$ cat config.mk
export PLATFORM = sky130hd
export DESIGN_NAME = vec_cmd_issuer_flat
export DESIGN_NICKNAME = d
export VERILOG_FILES = /design/src/rtl/vec_pkg.sv /design/src/rtl/vec_cmd_issuer_if.sv /design/src/rtl/vec_cmd_issuer.sv /design/src/flat_wrapper.sv
export SDC_FILE = /design/constraint.sdc
export NUM_CORES = 1
export LEC_CHECK = 0
export ABC_AREA = 1
export CORE_MARGIN = 5
export CORE_UTILIZATION = 40
export DETAILED_ROUTE_END_ITERATION = 10
export HOLD_SLACK_MARGIN = 0.1
export PLACE_DENSITY = 0.77
export SLEW_MARGIN = 20
export SYNTH_ARGS = -nofsm -noshare
export SYNTH_HDL_FRONTEND = slang
export SYNTH_SLANG_ARGS = --single-unit
export TNS_END_PERCENT = 20
$ cat constraint.sdc
create_clock -name clk_i -period 2.18 [get_ports clk_i]
set_input_delay 0.436 -clock clk_i [delete_from_list [all_inputs] [get_ports clk_i]]
set_output_delay 0.436 -clock clk_i [all_outputs]
set_load 0.01 [all_outputs]
$ cat src/rtl/vec_pkg.sv
// vec_pkg: shared definitions for the vector-accelerator command issuer.
//   - opcode constants for write/read and the ALU function field
//   - bit index of the "use scalar operand" flag in ALU opcodes
//   - issuer FSM state encoding
//   - op_legal(): classifies a 4-bit opcode as legal or illegal
//   - safe_clog2(): address width that never collapses to zero bits
package vec_pkg;

  localparam logic [3:0] OP_WRITE = 4'b1001;
  localparam logic [3:0] OP_READ  = 4'b1000;

  localparam logic [1:0] ALU_ADD = 2'b00;
  localparam logic [1:0] ALU_SUB = 2'b01;
  localparam logic [1:0] ALU_MUL = 2'b10;

  localparam int SCALAR_BIT = 2;

  typedef enum logic [1:0] {
    ST_IDLE  = 2'd0,
    ST_ISSUE = 2'd1,
    ST_WAIT  = 2'd2,
    ST_RESP  = 2'd3
  } state_e;

  // Bit 3 set: only the write and read encodings exist.
  // Bit 3 clear: ALU op; function field 2'b11 is unassigned.
  function automatic logic op_legal(input logic [3:0] op);
    if (op[3]) return (op == OP_WRITE) || (op == OP_READ);
    return (op[1:0] == ALU_ADD) || (op[1:0] == ALU_SUB) || (op[1:0] == ALU_MUL);
  endfunction

  function automatic int safe_clog2(input int n);
    return (n <= 1) ? 1 : $clog2(n);
  endfunction

endpackage

$ cat src/rtl/vec_cmd_issuer_if.sv
// vec_cmd_issuer_if: bundles the three buses of the command issuer.
//   cmd_*  : upstream command port (valid/ready), issuer is the sink
//   acc_*  : accelerator command/data lines, issuer is the driver
//   resp_* : upstream response port (valid/ready), issuer is the source
// Signal names are written from the issuer's point of view (_i = into the
// issuer, _o = out of it).
// modport master : the issuer itself
// modport slave  : the environment (host + accelerator) around it
//
// Handshake rule for cmd/resp/acc_v-ready: a transfer happens on a rising
// clock edge where valid and ready are both high; a source holds valid and
// its payload stable until that edge, and valid never depends on ready.
interface vec_cmd_issuer_if
  import vec_pkg::*;
#(
  parameter int els_p       = 8,
  parameter int vlen_p      = 4,
  parameter int vdw_p       = 4,
  parameter int cnt_width_p = 16
);
  localparam int addr_w_lp = safe_clog2(els_p);
  localparam int data_w_lp = vlen_p * vdw_p;

  logic                   cmd_v_i;
  logic                   cmd_ready_o;
  logic [3:0]             cmd_op_i;
  logic [addr_w_lp-1:0]   cmd_addrA_i;
  logic [addr_w_lp-1:0]   cmd_addrB_i;
  logic [addr_w_lp-1:0]   cmd_addrC_i;
  logic [vdw_p-1:0]       cmd_scalar_i;
  logic [data_w_lp-1:0]   cmd_data_i;

  logic [3:0]             acc_op_o;
  logic [addr_w_lp-1:0]   acc_addrA_o;
  logic [addr_w_lp-1:0]   acc_addrB_o;
  logic [addr_w_lp-1:0]   acc_addrC_o;
  logic [vdw_p-1:0]       acc_scalar_o;
  logic [data_w_lp-1:0]   acc_w_data_o;
  logic                   acc_v_o;
  logic                   acc_ready_i;
  logic                   acc_done_i;
  logic [data_w_lp-1:0]   acc_r_data_i;
  logic                   acc_rv_i;
  logic                   acc_yumi_o;

  logic                   resp_v_o;
  logic                   resp_ready_i;
  logic [data_w_lp-1:0]   resp_data_o;
  logic [3:0]             resp_op_o;
  logic                   resp_err_o;
  logic [cnt_width_p-1:0] resp_cycles_o;

  modport master (
    input  cmd_v_i, cmd_op_i, cmd_addrA_i, cmd_addrB_i, cmd_addrC_i,
           cmd_scalar_i, cmd_data_i,
    output cmd_ready_o,
    output acc_op_o, acc_addrA_o, acc_addrB_o, acc_addrC_o, acc_scalar_o,
           acc_w_data_o, acc_v_o, acc_yumi_o,
    input  acc_ready_i, acc_done_i, acc_r_data_i, acc_rv_i,
    output resp_v_o, resp_data_o, resp_op_o, resp_err_o, resp_cycles_o,
    input  resp_ready_i
  );

  modport slave (
    output cmd_v_i, cmd_op_i, cmd_addrA_i, cmd_addrB_i, cmd_addrC_i,
           cmd_scalar_i, cmd_data_i,
    input  cmd_ready_o,
    input  acc_op_o, acc_addrA_o, acc_addrB_o, acc_addrC_o, acc_scalar_o,
           acc_w_data_o, acc_v_o, acc_yumi_o,
    output acc_ready_i, acc_done_i, acc_r_data_i, acc_rv_i,
    input  resp_v_o, resp_data_o, resp_op_o, resp_err_o, resp_cycles_o,
    output resp_ready_i
  );

endinterface

$ cat src/rtl/vec_cmd_issuer.sv
// vec_cmd_issuer: host-side master for the vector accelerator command port.
// Accepts one command at a time, issues it to the accelerator, waits for
// completion (capturing read data), then returns one response upstream.
// Ports:
//   clk_i       : clock
//   reset_i     : asynchronous active-high reset
//   bus         : vec_cmd_issuer_if.master (cmd / acc / resp buses)
//   busy_o      : high whenever the FSM is not idle
//   dbg_state_o : current FSM state, for observation only
module vec_cmd_issuer
  import vec_pkg::*;
#(
  parameter int els_p       = 8,
  parameter int vlen_p      = 4,
  parameter int vdw_p       = 4,
  parameter int cnt_width_p = 16
) (
  input  logic             clk_i,
  input  logic             reset_i,
  vec_cmd_issuer_if.master bus,
  output logic             busy_o,
  output state_e           dbg_state_o
);

  localparam int addr_w_lp = safe_clog2(els_p);
  localparam int data_w_lp = vlen_p * vdw_p;

  state_e                 r_state;
  logic                   r_cmd_ready;
  logic                   r_acc_v;
  logic                   r_resp_v;
  logic                   r_busy;
  logic [3:0]             r_op;
  logic [addr_w_lp-1:0]   r_addr_a;
  logic [addr_w_lp-1:0]   r_addr_b;
  logic [addr_w_lp-1:0]   r_addr_c;
  logic [vdw_p-1:0]       r_scalar;
  logic [data_w_lp-1:0]   r_w_data;
  logic [data_w_lp-1:0]   r_r_data;
  logic                   r_got_rv;
  logic                   r_err;
  logic [cnt_width_p-1:0] r_cnt;

  logic                   w_is_read;
  logic                   w_yumi;
  logic [cnt_width_p-1:0] w_cnt_next;

  assign w_is_read  = (r_op == OP_READ);
  assign w_yumi     = (r_state == ST_WAIT) && w_is_read && bus.acc_rv_i;
  // Latency counter saturates at all-ones instead of wrapping.
  assign w_cnt_next = (&r_cnt) ? r_cnt : r_cnt + cnt_width_p'(1);

  always_ff @(posedge clk_i or posedge reset_i) begin
    if (reset_i) begin
      r_state     <= ST_IDLE;
      r_cmd_ready <= 1'b1;
      r_acc_v     <= 1'b0;
      r_resp_v    <= 1'b0;
      r_busy      <= 1'b0;
      r_op        <= '0;
      r_addr_a    <= '0;
      r_addr_b    <= '0;
      r_addr_c    <= '0;
      r_scalar    <= '0;
      r_w_data    <= '0;
      r_r_data    <= '0;
      r_got_rv    <= 1'b0;
      r_err       <= 1'b0;
      r_cnt       <= '0;
    end else begin
      case (r_state)
        ST_IDLE: begin
          if (bus.cmd_v_i) begin
            r_op        <= bus.cmd_op_i;
            r_addr_a    <= bus.cmd_addrA_i;
            r_addr_b    <= bus.cmd_addrB_i;
            r_addr_c    <= bus.cmd_addrC_i;
            r_scalar    <= bus.cmd_scalar_i;
            r_w_data    <= bus.cmd_data_i;
            r_r_data    <= '0;
            r_got_rv    <= 1'b0;
            r_cnt       <= '0;
            r_cmd_ready <= 1'b0;
            r_busy      <= 1'b1;
            if (op_legal(bus.cmd_op_i)) begin
              r_err   <= 1'b0;
              r_acc_v <= 1'b1;
              r_state <= ST_ISSUE;
            end else begin
              // Illegal opcodes never reach the accelerator.
              r_err    <= 1'b1;
              r_resp_v <= 1'b1;
              r_state  <= ST_RESP;
            end
          end
        end
        ST_ISSUE: begin
          r_cnt <= w_cnt_next;
          if (bus.acc_ready_i) begin
            r_acc_v <= 1'b0;
            r_state <= ST_WAIT;
          end
        end
        ST_WAIT: begin
          r_cnt <= w_cnt_next;
          if (w_yumi) begin
            r_r_data <= bus.acc_r_data_i;
            r_got_rv <= 1'b1;
          end
          if (bus.acc_done_i) begin
            // A read that never produced a valid beat returns whatever the
            // data lines carry on the done cycle.
            if (w_is_read && !r_got_rv) r_r_data <= bus.acc_r_data_i;
            r_resp_v <= 1'b1;
            r_state  <= ST_RESP;
          end
        end
        ST_RESP: begin
          if (bus.resp_ready_i) begin
            r_resp_v    <= 1'b0;
            r_cmd_ready <= 1'b1;
            r_busy      <= 1'b0;
            r_state     <= ST_IDLE;
          end
        end
        default: begin
          r_state <= ST_IDLE;
        end
      endcase
    end
  end

  assign bus.cmd_ready_o   = r_cmd_ready;
  assign bus.acc_op_o      = r_op;
  assign bus.acc_addrA_o   = r_addr_a;
  assign bus.acc_addrB_o   = r_addr_b;
  assign bus.acc_addrC_o   = r_addr_c;
  assign bus.acc_scalar_o  = r_scalar;
  assign bus.acc_w_data_o  = r_w_data;
  assign bus.acc_v_o       = r_acc_v;
  assign bus.acc_yumi_o    = w_yumi;
  assign bus.resp_v_o      = r_resp_v;
  assign bus.resp_data_o   = r_r_data;
  assign bus.resp_op_o     = r_op;
  assign bus.resp_err_o    = r_err;
  assign bus.resp_cycles_o = r_cnt;
  assign busy_o            = r_busy;
  assign dbg_state_o       = r_state;

endmodule

$ cat src/flat_wrapper.sv
// flat-port wrapper written by rule: the top's interface ports become plain ports
module vec_cmd_issuer_flat import vec_pkg::*;
#(
  parameter int els_p       = 8,
  parameter int vlen_p      = 4,
  parameter int vdw_p       = 4,
  parameter int cnt_width_p = 16
)
  (clk_i, reset_i, busy_o, dbg_state_o, bus_cmd_v_i, bus_cmd_op_i, bus_cmd_addrA_i, bus_cmd_addrB_i, bus_cmd_addrC_i, bus_cmd_scalar_i, bus_cmd_data_i, bus_cmd_ready_o, bus_acc_op_o, bus_acc_addrA_o, bus_acc_addrB_o, bus_acc_addrC_o, bus_acc_scalar_o, bus_acc_w_data_o, bus_acc_v_o, bus_acc_yumi_o, bus_acc_ready_i, bus_acc_done_i, bus_acc_r_data_i, bus_acc_rv_i, bus_resp_v_o, bus_resp_data_o, bus_resp_op_o, bus_resp_err_o, bus_resp_cycles_o, bus_resp_ready_i);
  vec_cmd_issuer_if #(.els_p(els_p), .vlen_p(vlen_p), .vdw_p(vdw_p), .cnt_width_p(cnt_width_p)) bus_i ();
  input  logic clk_i;
  input  logic reset_i;
  output logic busy_o;
  output state_e dbg_state_o;
  input wire logic [$bits(bus_i.cmd_v_i)-1:0] bus_cmd_v_i;
  input wire logic [$bits(bus_i.cmd_op_i)-1:0] bus_cmd_op_i;
  input wire logic [$bits(bus_i.cmd_addrA_i)-1:0] bus_cmd_addrA_i;
  input wire logic [$bits(bus_i.cmd_addrB_i)-1:0] bus_cmd_addrB_i;
  input wire logic [$bits(bus_i.cmd_addrC_i)-1:0] bus_cmd_addrC_i;
  input wire logic [$bits(bus_i.cmd_scalar_i)-1:0] bus_cmd_scalar_i;
  input wire logic [$bits(bus_i.cmd_data_i)-1:0] bus_cmd_data_i;
  output wire logic [$bits(bus_i.cmd_ready_o)-1:0] bus_cmd_ready_o;
  output wire logic [$bits(bus_i.acc_op_o)-1:0] bus_acc_op_o;
  output wire logic [$bits(bus_i.acc_addrA_o)-1:0] bus_acc_addrA_o;
  output wire logic [$bits(bus_i.acc_addrB_o)-1:0] bus_acc_addrB_o;
  output wire logic [$bits(bus_i.acc_addrC_o)-1:0] bus_acc_addrC_o;
  output wire logic [$bits(bus_i.acc_scalar_o)-1:0] bus_acc_scalar_o;
  output wire logic [$bits(bus_i.acc_w_data_o)-1:0] bus_acc_w_data_o;
  output wire logic [$bits(bus_i.acc_v_o)-1:0] bus_acc_v_o;
  output wire logic [$bits(bus_i.acc_yumi_o)-1:0] bus_acc_yumi_o;
  input wire logic [$bits(bus_i.acc_ready_i)-1:0] bus_acc_ready_i;
  input wire logic [$bits(bus_i.acc_done_i)-1:0] bus_acc_done_i;
  input wire logic [$bits(bus_i.acc_r_data_i)-1:0] bus_acc_r_data_i;
  input wire logic [$bits(bus_i.acc_rv_i)-1:0] bus_acc_rv_i;
  output wire logic [$bits(bus_i.resp_v_o)-1:0] bus_resp_v_o;
  output wire logic [$bits(bus_i.resp_data_o)-1:0] bus_resp_data_o;
  output wire logic [$bits(bus_i.resp_op_o)-1:0] bus_resp_op_o;
  output wire logic [$bits(bus_i.resp_err_o)-1:0] bus_resp_err_o;
  output wire logic [$bits(bus_i.resp_cycles_o)-1:0] bus_resp_cycles_o;
  input wire logic [$bits(bus_i.resp_ready_i)-1:0] bus_resp_ready_i;
  assign bus_i.cmd_v_i = bus_cmd_v_i;
  assign bus_i.cmd_op_i = bus_cmd_op_i;
  assign bus_i.cmd_addrA_i = bus_cmd_addrA_i;
  assign bus_i.cmd_addrB_i = bus_cmd_addrB_i;
  assign bus_i.cmd_addrC_i = bus_cmd_addrC_i;
  assign bus_i.cmd_scalar_i = bus_cmd_scalar_i;
  assign bus_i.cmd_data_i = bus_cmd_data_i;
  assign bus_cmd_ready_o = bus_i.cmd_ready_o;
  assign bus_acc_op_o = bus_i.acc_op_o;
  assign bus_acc_addrA_o = bus_i.acc_addrA_o;
  assign bus_acc_addrB_o = bus_i.acc_addrB_o;
  assign bus_acc_addrC_o = bus_i.acc_addrC_o;
  assign bus_acc_scalar_o = bus_i.acc_scalar_o;
  assign bus_acc_w_data_o = bus_i.acc_w_data_o;
  assign bus_acc_v_o = bus_i.acc_v_o;
  assign bus_acc_yumi_o = bus_i.acc_yumi_o;
  assign bus_i.acc_ready_i = bus_acc_ready_i;
  assign bus_i.acc_done_i = bus_acc_done_i;
  assign bus_i.acc_r_data_i = bus_acc_r_data_i;
  assign bus_i.acc_rv_i = bus_acc_rv_i;
  assign bus_resp_v_o = bus_i.resp_v_o;
  assign bus_resp_data_o = bus_i.resp_data_o;
  assign bus_resp_op_o = bus_i.resp_op_o;
  assign bus_resp_err_o = bus_i.resp_err_o;
  assign bus_resp_cycles_o = bus_i.resp_cycles_o;
  assign bus_i.resp_ready_i = bus_resp_ready_i;
  vec_cmd_issuer #(.els_p(els_p), .vlen_p(vlen_p), .vdw_p(vdw_p), .cnt_width_p(cnt_width_p)) u_core (.clk_i(clk_i), .reset_i(reset_i), .bus(bus_i), .busy_o(busy_o), .dbg_state_o(dbg_state_o));
endmodule
==> flow_summary.json <==
{
  "insertedDiodeCount": 0,
  "drv_slew": 0,
  "synth_seq_cells": 73,
  "grt_pass1_vias": 3356,
  "worstSetupPathType": "flip-flop to flip-flop",
  "clockBufferDepth": 2,
  "io-pin-count": 133,
  "power_mw": 6.481,
  "vias": 3311,
  "critPathCaptureType": "flip-flop",
  "tritoncts": "done",
  "worstPathArrival_ns": 2.34,
  "start_kind": "flip-flop",
  "synthCells": 438,
  "worst_pin_slew_ns": 0.5889,
  "rrSetupSlack_ns": 0.09,
  "intPower_mw": 4.067,
  "max_freq_mhz": 479.6,
  "track_usage": 0.1793,
  "ys.warnings.count": 0,
  "final.min_clock_period_ns": 2.085,
  "grt_max_degree": 37,
  "hold_ws_ns": 0.4830,
  "fp.coreArea_sq_um": 8636,
  "drcViolationCount": 0,
  "start_util": 0.4055,
  "die_h_microns": 103.6,
  "grt_overflow_total": 0,
  "drv_cap": 0,
  "synth.area.top_cells": "dfrtp_1 51%, nand2_1 19%, inv_1 5.1%",
  "drtPass1Iterations": 5,
  "path_clk_slew_ns": 0.08,
  "pwr-share-seq": 0.320,
  "crit_required_ns": 2.44,
  "die-area_sq_um": 10730,
  "viasPerCell": 4.737,
  "clock_sinks": 73,
  "crit_path_max_incr_delay_ns": 0.42,
  "port_buffers": 132,
  "synth_edf_count": 0,
  "htree_num_levels": 3,
  "switching_share": 0.3725,
  "numCtsBuffers": 9,
  "power_switching_mw": 2.414,
  "grt_pass1_wl_microns": 16120,
  "yosysTopAreaCell": "dfrtp_1",
  "synth-async-reset-ratio": 1.000,
  "crit_fanout": 7,
  "synth.cell_area_sq_um": 3502,
  "path_cells": "nand2_1 > nor3_2 > buf_4 > buf_4 > buf_4 > buf_4 > buf_4 > buf_4 > buf_4 > buf_4 > nand2_4 > a21oi_4 > buf_6 > o21ai_0",
  "wl_per_cell_microns": 13.66,
  "crit_path_top_delay_cell": "dfrtp_1",
  "layout.nets": 649,
  "rows": 34,
  "setup_viol": 0,
  "synth_ff_type": "dfrtp_1",
  "hold_class": "flip-flop to flip-flop",
  "antenna_found_initial": 0,
  "fin_worst_skew_ns": 0.01195,
  "drive_above_1_share": 0.1066,
  "syn_nets": 501,
  "pwr-share-comb": 0.482,
  "synthToLayoutAreaGrowth_pct": 52.73,
  "clockPowerShare": 0.198,
  "grt_setup_unrepaired": "no",
  "routabilityCongestion": 0.8971,
  "status": "complete, no violations",
  "hold_viol": 0,
  "clkLatencyLatePin_ns": 0.34,
  "die_x_microns": 103.6,
  "hold_buffers": 0,
  "wl_microns": 9546,
  "critical_path.most_common_cell": "buf_4",
  "relSlewSlack": 0.6066,
  "synth_top_area_frac": 0.5145,
  "power.density_nw_per_um2": 1212,
  "vdd_drop_max_mv": 0.5654,
  "ys_seq_area_frac": 0.5220,
  "ys_types": 26,
  "hpwl_microns": 6839,
  "root_buffer": "clkbuf_8",
  "ant_nets": 0,
  "finalCoreUtilization": 0.6194,
  "finalCritPeriodShare": 0.9564,
  "drt_iter0_drc": 151,
  "avgSynthCellArea_sq_um": 7.996,
  "power.leakage_nw": 2.487
}
[synth_stat cells (3+ instances only)]
| master | count |
|---|---|
| a21oi_1 | 4 |
| inv_1 | 48 |
| nand3_1 | 20 |
| nand2_1 | 179 |
| nand2_2 | 3 |
| buf_4 | 5 |
| clkbuf_1 | 7 |
| or2_2 | 3 |
| nor2_1 | 22 |
| nor3_1 | 3 |
| nand4_1 | 5 |
| dfrtp_1 | 72 |
| ha_1 | 7 |
| xor2_1 | 4 |
| o21ai_0 | 33 |
| o21ai_2 | 9 |
[metal layers]
layer  vias up  share of wire  track usage
met4         0          0.018      0.05811
met1      1535           0.45       0.2302
met2       105           0.48       0.2887
met5         -              0            0
li1       1653              -            -
met3        18          0.056      0.05473
[placed cells by master, fill, tap and decap left out, types with 2 or more instances in the layout]
cell type,netlist,final
nand2_1,179,178
clkdlybuf4s50_1,0,131
dfrtp_1,72,72
inv_1,48,45
nor2_1,22,21
o21ai_0,33,21
nand3_1,20,20
buf_4,5,15
o21ai_1,1,12
o21ai_2,9,10
clkbuf_8,0,9
ha_1,7,7
nand4_1,5,5
xor2_1,4,4
a21oi_1,4,3
nand2_2,3,3
nor2_4,2,3
or2_2,3,3
bufinv_16,0,3
buf_6,2,3
buf_12,0,3
inv_2,0,2
o22ai_1,2,2
clkinvlp_4,0,2
nor3_1,3,2
[worst paths after layout]
path | startpoint | end | cells past startpoint
max in group asynchronous | reset_i | u_core.bus.acc_w_data_o[4]$_DFFE_PP0P_ | 3
hold / removal | u_core.bus.acc_scalar_o[0]$_DFFE_PP0P_ | u_core.bus.acc_scalar_o[0]$_DFFE_PP0P_ | 2
setup reg to reg | u_core.bus.acc_op_o[3]$_DFFE_PP0P_ | u_core.bus.resp_data_o[9]$_DFFE_PP0P_ | 14
hold reg to reg | u_core.bus.acc_scalar_o[0]$_DFFE_PP0P_ | u_core.bus.acc_scalar_o[0]$_DFFE_PP0P_ | 2
setup / recovery | u_core.bus.acc_op_o[3]$_DFFE_PP0P_ | u_core.bus.resp_data_o[9]$_DFFE_PP0P_ | 14
min in group asynchronous | reset_i | u_core.bus.acc_addrB_o[0]$_DFFE_PP0P_ | 2
[metrics by stage]
step | std cells | instance area [sq um] | worst slack, ns | setup TNS, ns
floorplan | 438 | 3506 | 0.3484 | 0
global placement | 671 | 4971 | 0.1294 | 0
detailed placement | 671 | 4971 | 0.1044 | 0
CTS | 696 | 5285 | -0.001448 | -0.001448
global route | 699 | 5349 | 0.004971 | 0
finish | 699 | 5349 | 0.09500 | 0
[power by group through the flow]
stage                     registers, mW  clock network [mW]  logic [mW]
after floorplan                    2.26                   0        1.36
after global placement             2.07                   0        2.85
after detailed placement           2.09                   0        2.91
after CTS                          2.07                1.32        3.01
after global routing               2.14                1.39        3.44
final                              2.08                1.28        3.12
[sequential cells by signal (all words and copies together), names as in the netlist]
register / cells
u_core.bus.acc_op_o: 4
u_core.dbg_state_o: 2
u_core.bus.acc_v_o: 1
u_core.bus.resp_err_o: 1
u_core.bus.resp_data_o: 16
u_core.bus.acc_addrC_o: 3
u_core.bus.acc_addrB_o: 3
u_core.bus.cmd_ready_o: 1
u_core.bus.resp_v_o: 1
u_core.bus.acc_w_data_o: 16
u_core.r_got_rv: 1
u_core.busy_o: 1
u_core.bus.resp_cycles_o: 16
u_core.bus.acc_addrA_o: 3
u_core.bus.acc_scalar_o: 4
[cell type report]
type	instances	area (sq um)
Multi-Input combinational cell	301	1433
Sequential cell	73	1828
Inverter	48	183.9
Clock inverter	6	115.1
Clock buffer	10	127.6
Fill cell	726	3287
Timing Repair Buffer	153	1526
Tap cell	108	135.1
[cells by family after synthesis]
kind of cell               count (synthesis)  synth area share
AOI/OAI and AO/OA                         51           0.08467
DFF                                       73            0.5220
and+or+nand+nor                          239            0.2794
buffers and inverters                     64           0.07896
xor gates and xnor gates                   4           0.01000
adders and majority gates                  7           0.02501
[worst max-delay path, delay by kind of cell (launching register included)]
family                 cells  cell delay [ns]
AO/OA/AOI/OAI              2             0.21
buffers and inverters      9             1.16
flip-flops                 1             0.42
AND/OR/NAND/NOR            3             0.23
[repair_timing]
action	in CTS	in global routing
resized for setup	7	25
gates cloned	0	2
buffers inserted	9	2
pin swaps	1	2
endpoints found under the setup margin	1	16
(Power assumes the default switching activity.)
